==> src/rtl/pipe_mem_stage.sv <==
// MEM stage: M register, word load/store bus handshake with timeout,
// pipeline freeze while an access is outstanding, and the W register.
module pipe_mem_stage #(
  parameter int TIMEOUT = 255
) (
  input  logic        clock,
  input  logic        reset,
  input  logic [31:0] ealu,
  input  logic [31:0] eb,
  input  logic [4:0]  ern,
  input  logic        ewreg,
  input  logic        em2reg,
  input  logic        ewmem,
  output logic        mstall,
  output logic [4:0]  mrn,
  output logic        mwreg,
  output logic        mm2reg,
  output logic [31:0] malu,
  output logic        mem_req,
  output logic        mem_we,
  output logic [31:0] mem_addr,
  output logic [31:0] mem_wdata,
  input  logic [31:0] mem_rdata,
  input  logic        mem_ack,
  output logic [4:0]  wrn,
  output logic        wwreg,
  output logic        wm2reg,
  output logic [31:0] wmo,
  output logic [31:0] walu,
  output logic        merr
);

  typedef enum logic {S_IDLE, S_WAIT} state_t;

  state_t      state_q, state_d;
  logic [7:0]  cnt_q, cnt_d;
  logic [4:0]  mrn_q, mrn_d;
  logic        mwreg_q, mwreg_d;
  logic        mm2reg_q, mm2reg_d;
  logic        mwmem_q, mwmem_d;
  logic [31:0] malu_q, malu_d;
  logic [31:0] mb_q, mb_d;
  logic [4:0]  wrn_q, wrn_d;
  logic        wwreg_q, wwreg_d;
  logic        wm2reg_q, wm2reg_d;
  logic [31:0] wmo_q, wmo_d;
  logic [31:0] walu_q, walu_d;
  logic        merr_q, merr_d;

  logic in_wait, misal, timeout_hit, acked, e_op;

  always_comb begin
    in_wait     = (state_q == S_WAIT);
    misal       = (mm2reg_q | mwmem_q) & (malu_q[1:0] != 2'b00);
    acked       = in_wait & mem_ack;
    timeout_hit = in_wait & ~mem_ack & (cnt_q == 8'(TIMEOUT - 1));
    mstall      = in_wait & ~mem_ack & ~timeout_hit;
    e_op        = (em2reg | ewmem) & (ealu[1:0] == 2'b00);
  end

  always_comb begin
    state_d  = state_q;
    cnt_d    = cnt_q;
    mrn_d    = mrn_q;
    mwreg_d  = mwreg_q;
    mm2reg_d = mm2reg_q;
    mwmem_d  = mwmem_q;
    malu_d   = malu_q;
    mb_d     = mb_q;
    if (mstall) begin
      state_d = S_WAIT;
      cnt_d   = cnt_q + 8'd1;
    end else begin
      state_d  = e_op ? S_WAIT : S_IDLE;
      cnt_d    = 8'd0;
      mrn_d    = ern;
      mwreg_d  = ewreg;
      mm2reg_d = em2reg;
      mwmem_d  = ewmem;
      malu_d   = ealu;
      mb_d     = eb;
    end
  end

  // A stalled cycle loads a bubble so the held instruction writes back once.
  always_comb begin
    wrn_d    = 5'd0;
    wwreg_d  = 1'b0;
    wm2reg_d = 1'b0;
    wmo_d    = 32'd0;
    walu_d   = 32'd0;
    if (!mstall) begin
      wrn_d    = mrn_q;
      walu_d   = malu_q;
      wm2reg_d = mm2reg_q;
      wmo_d    = (acked & mm2reg_q) ? mem_rdata : 32'd0;
      wwreg_d  = mwreg_q & ~misal & ~timeout_hit;
    end
    merr_d = merr_q | misal | timeout_hit;
  end

  always_ff @(posedge clock) begin
    if (reset) begin
      state_q  <= S_IDLE;
      cnt_q    <= 8'd0;
      mrn_q    <= 5'd0;
      mwreg_q  <= 1'b0;
      mm2reg_q <= 1'b0;
      mwmem_q  <= 1'b0;
      malu_q   <= 32'd0;
      mb_q     <= 32'd0;
      wrn_q    <= 5'd0;
      wwreg_q  <= 1'b0;
      wm2reg_q <= 1'b0;
      wmo_q    <= 32'd0;
      walu_q   <= 32'd0;
      merr_q   <= 1'b0;
    end else begin
      state_q  <= state_d;
      cnt_q    <= cnt_d;
      mrn_q    <= mrn_d;
      mwreg_q  <= mwreg_d;
      mm2reg_q <= mm2reg_d;
      mwmem_q  <= mwmem_d;
      malu_q   <= malu_d;
      mb_q     <= mb_d;
      wrn_q    <= wrn_d;
      wwreg_q  <= wwreg_d;
      wm2reg_q <= wm2reg_d;
      wmo_q    <= wmo_d;
      walu_q   <= walu_d;
      merr_q   <= merr_d;
    end
  end

  always_comb begin
    mrn       = mrn_q;
    mwreg     = mwreg_q;
    mm2reg    = mm2reg_q;
    malu      = malu_q;
    mem_req   = in_wait;
    mem_we    = mwmem_q & in_wait;
    mem_addr  = malu_q;
    mem_wdata = mb_q;
    wrn       = wrn_q;
    wwreg     = wwreg_q;
    wm2reg    = wm2reg_q;
    wmo       = wmo_q;
    walu      = walu_q;
    merr      = merr_q;
  end

endmodule

==> config.mk <==
export PLATFORM = sky130hd
export DESIGN_NAME = pipe_mem_stage
export DESIGN_NICKNAME = d
export VERILOG_FILES = /design/src/rtl/pipe_mem_stage.sv
export SDC_FILE = /design/constraint.sdc
export NUM_CORES = 1
export LEC_CHECK = 0
export CAP_MARGIN = 10
export CORE_MARGIN = 5
export CORE_UTILIZATION = 40
export CTS_BUF_LIST = sky130_fd_sc_hd__clkbuf_16
export DETAILED_ROUTE_END_ITERATION = 8
export PLACE_DENSITY = 0.84
export RECOVER_POWER = 50
export SETUP_SLACK_MARGIN = 0.05
export SLEW_MARGIN = 30
export SYNTH_ARGS = -nofsm -noshare
export SYNTH_HDL_FRONTEND = slang
export SYNTH_SLANG_ARGS = --single-unit
==> constraint.sdc <==
create_clock -name clock -period 3.13 [get_ports clock]
set_clock_uncertainty 0.1 [all_clocks]
set_input_delay 0.626 -clock clock [delete_from_list [all_inputs] [get_ports clock]]
set_output_delay 0.626 -clock clock [all_outputs]
set_load 0.02 [all_outputs]
Word-level counts from Yosys, hierarchy flattened

Cells that the tools add are included.

Register bits after elaboration: 153
Input port bits: 107
Output and inout bits: 178

Add/sub/neg operators: 1
Equality and inequality tests: 1
Multiplexer cells: 2
Bitwise gates (word level): 19
Reductions and logical operators: 5

Operators by type and width:

| operator                                    | number |
|---|---|
| bitwise AND 1 bit                           | 10 |
| adder 8 x 1 -> 8 bit, second input constant | 1 |
| == test 8 bit, second input constant        | 1 |
| inverter 1 bit                              | 5 |
| bitwise OR 1 bit                            | 4 |
| OR reduction 2 bit                          | 2 |
| OR reduction 3 bit                          | 1 |
| zero test 2 bit                             | 1 |
| two-way mux 1 bit                           | 2 |
| nonzero test 2 bit                          | 1 |

Logic depth before layout (Yosys ltp)

Word-level depth: 7
Mapped depth: 7
Mapped depth without buffers: 5

Worst setup path after synthesis

No wires, ideal clock.

Path kind: input -> output
Start: input mem_ack
End: output mstall
Arrival: 1.141 ns
Data required time: 2.404 ns
Setup slack: 1.263 ns
Stages on the path: 3
Path buffers: 0
Cell sequence: nor2b_1 > o21ai_0 > inv_1

Longest elaborated chain between the ends: 5

Ends and longest elaborated chain:

| element               | line   | source |
|---|---|---|
| start, declared       | 24     | `input logic mem_ack,` |
| inverter 1 bit (*)    | 56, 57 |  |
| bitwise AND 1 bit (*) | 56, 57 |  |
| bitwise AND 1 bit     | 56     | `timeout_hit = in_wait & ~mem_ack & (cnt_q == 8'(TIMEOUT - 1));` |
| inverter 1 bit        | 57     | `mstall = in_wait & ~mem_ack & ~timeout_hit;` |
| bitwise AND 1 bit (*) | 57     |  |
| end, declared         | 14     | `output logic mstall,` |

Every way passes the cells marked *; elsewhere a longest branch is shown, timed or not.

Worst setup path after layout

Start: register cnt_q[3]
End: output mstall

Longest elaborated chain between the ends: 4

Ends and longest elaborated chain:

| element                | line | source |
|---|---|---|
| start, declared        | 36   | `logic [7:0] cnt_q, cnt_d;` |
| start signal, assigned | 120  | `cnt_q <= cnt_d;` |
| == test 8 bit          | 56   |  |
| bitwise AND 1 bit      | 56   |  |
| inverter 1 bit         | 57   |  |
| bitwise AND 1 bit      | 57   |  |

Every way passes these cells.

==> flow_summary.toml <==
[timing]
slew_headroom_pct = 14.22
drv_slew = 0
max_freq_mhz = 358.6
period_minus_slack_ns = 2.789
period_share_pct = 89.11
rsz0062_at_grt = "false"
setup_viol = 0
timing_hold_violations_final = 0
tightestPinTransition_ns = 1.287
tns_ns = 0

[clock_tree]
clk_latency_ns = 0.41
post_cts_buffers = 0
cts_root_buffer = "clkbuf_16"
clkSlewWorstSetupHoldPaths_ns = 0.06
clk_path_buf_depth = 2
hold_buffers = 0
cts-buffers-inserted = 17
ctsResizeCount = 0
h-tree-depth = 4
cts_tree = "done"
numClockSinks = 153

[synth]
synthesis.area_sq_um = 4847
ys_top_cells_by_area = "dfxtp_1 (63%), a22o_1 (13%), and2_1 (9.2%)"
seq_area_frac_synth_pct = 63.19
synth.largest_area_cell = "dfxtp_1"
avgSynthCellArea_sq_um = 12.24
synth-main-ff-cell = "dfxtp_1"
yosysWarnings = 0
ys_ff_latch = 153
synth_top_area_share_pct = 63.19
syn_nets = 505
synth_cell_type_count = 31
synth-edff-count = 0
async_flop_share_pct = 0
syn_inst = 396
yosys.cell_count.top_type = "dfxtp_1"
synth_common_cells = "dfxtp_1 (153), a22o_1 (72), and2_1 (71)"

[layout]
final_cells = 807
syn_to_final_growth_pct = 67.22
n_fill_cell = 835
diodes = 0
drive_gt1_share_pct = 5.303
nets = 758

[floorplanning]
initial_core_util_pct = 40.52
row_count = 40
coreArea_sq_um = 11960
dieWidth_um = 120.1
die-area_sq_um = 14420
die_h_um = 120.1
io_pins = 285

[grt]
grt_overflow = 0
antenna_found_initial = 0
grt_usage_pct = 19.64
grt_max_degree = 74
first_global_vias = 3993
grt_pass1_wl_um = 21990

[setup_path]
worst_ep_arrival_time_ns = 2.06
cp-end-kind = "primary output"
worstSetupStartpointType = "flip-flop"
reg2reg_depth = 4
path_max_fanout = 6
path_class = "reg -> out"
cp.required_ns = 2.40

[power]
p_total_uw = 4756
p_leak_uw = 0.003483
ir_drop_mv = 0.3003
p_per_area_nw_per_um2 = 586.7

[status]
outcome = "finished, final reports clean"

[route]
wire_per_inst_um = 17.90
wirelength_um = 14450
via_per_inst = 4.848
ant_nets = 0
drc = 0
via_count = 3912
first_pass_iters = 4
initialDrtViolationCount = 209

[worst_hold_path]
holdPathStages = 1
hold_class = "reg -> reg"

[placed_design]
portBuffers = 284
gp_congestion = 0.8107
dp_hpwl_um = 10980
dp_cells = 777

[flow_run]
drv_cap = 0
worst max-delay path, cell delays in order (launching register included):
cell	delay, ns
dfxtp_1	0.43
nand4_1	0.28
o21ai_0	0.32
inv_1	0.07
clkdlybuf4s50_1	0.55
layout make-up:
| class | count | area, sq um | share of cell area [%] |
|---|---|---|---|
| multi-input combinational | 185 | 1365 | 16.84 |
| timing repair buffer | 289 | 2875 | 35.47 |
| inverter | 3 | 11.26 | 0.1389 |
| tap | 147 | 183.9 | 2.269 |
| clock inverter | 13 | 181.4 | 2.238 |
| clock buffer | 17 | 425.4 | 5.249 |
| sequential | 153 | 3063 | 37.79 |
layout by cell type (no fill, tap or decap), types with 3 or more instances in the layout:
cell type          n
buf_4              3
dfxtp_1          153
and2_0            21
clkdlybuf4s50_1  191
dlygate4sd3_1     93
a22o_1            72
nand3_1            3
and2_1            50
inv_1              4
clkinvlp_4         3
o21ai_0            6
or3_1              3
clkbuf_16         17
bufinv_16          4
a21oi_1            4
nor2_1             7
clkinv_4           3
worst paths after layout:
| path | endpoint | from | slack, ns |
|---|---|---|---|
| min reg2reg | mem_wdata[17]$_SDFFE_PP0N_ | mem_wdata[17]$_SDFFE_PP0N_ | 0.38 |
| min | mem_wdata[17]$_SDFFE_PP0N_ | mem_wdata[17]$_SDFFE_PP0N_ | 0.38 |
| max | mstall | cnt_q[3]$_SDFF_PP0_ | 0.34 |
| max reg2reg | malu[27]$_SDFFE_PP0N_ | cnt_q[3]$_SDFF_PP0_ | 0.77 |
sequential cells by signal (all words and copies together), names as in the netlist, 5 cells and up:
name and flops:
mem_wdata 32, wrn 5, cnt_q 8, mrn 5
malu 32, wmo 32, walu 32
cell families (layout without fill, tap and decap cells):
| family | after synthesis | after routing | share of synthesized area (%) |
|---|---|---|---|
| DFF | 153 | 153 | 63.19 |
| xor gates and xnor gates | 3 | 3 | 0.5422 |
| adders and majority gates | 2 | 2 | 0.5162 |
| and+or+nand+nor | 94 | 94 | 12.03 |
| buffers and inverters | 58 | 322 | 8.905 |
| AOI/OAI and AO/OA | 86 | 86 | 14.82 |
metal layers:
metal / GRT usage, % / part of all wire, % / vias up
li1: - / - / 1843
met1: 20.26 / 36 / 1833
met2: 34.42 / 52 / 198
met3: 7.823 / 8.9 / 38
met4: 9.807 / 3.0 / 0
met5: 0 / 0 / -
metrics by stage:
stage	area, sq um	setup WS, ns	hold slack [ns]	utilization (%)
floorplan	4847	1.263	0.3297	-
global placement	7522	0.4052	0.3451	62.89
detailed placement	7522	0.3654	0.3654	62.89
CTS	8129	0.3606	0.3812	67.96
global route	8105	0.2161	0.3833	67.76
finish	8105	0.3410	0.3759	67.76
where the power goes:
part	switching (uW)	leakage [uW]	internal [uW]
clock	761	0.000290	1320
combinational	260	0.00194	329
sequential	54.0	0.00126	2030
Note: power is estimated with default switching activity, not from simulation.
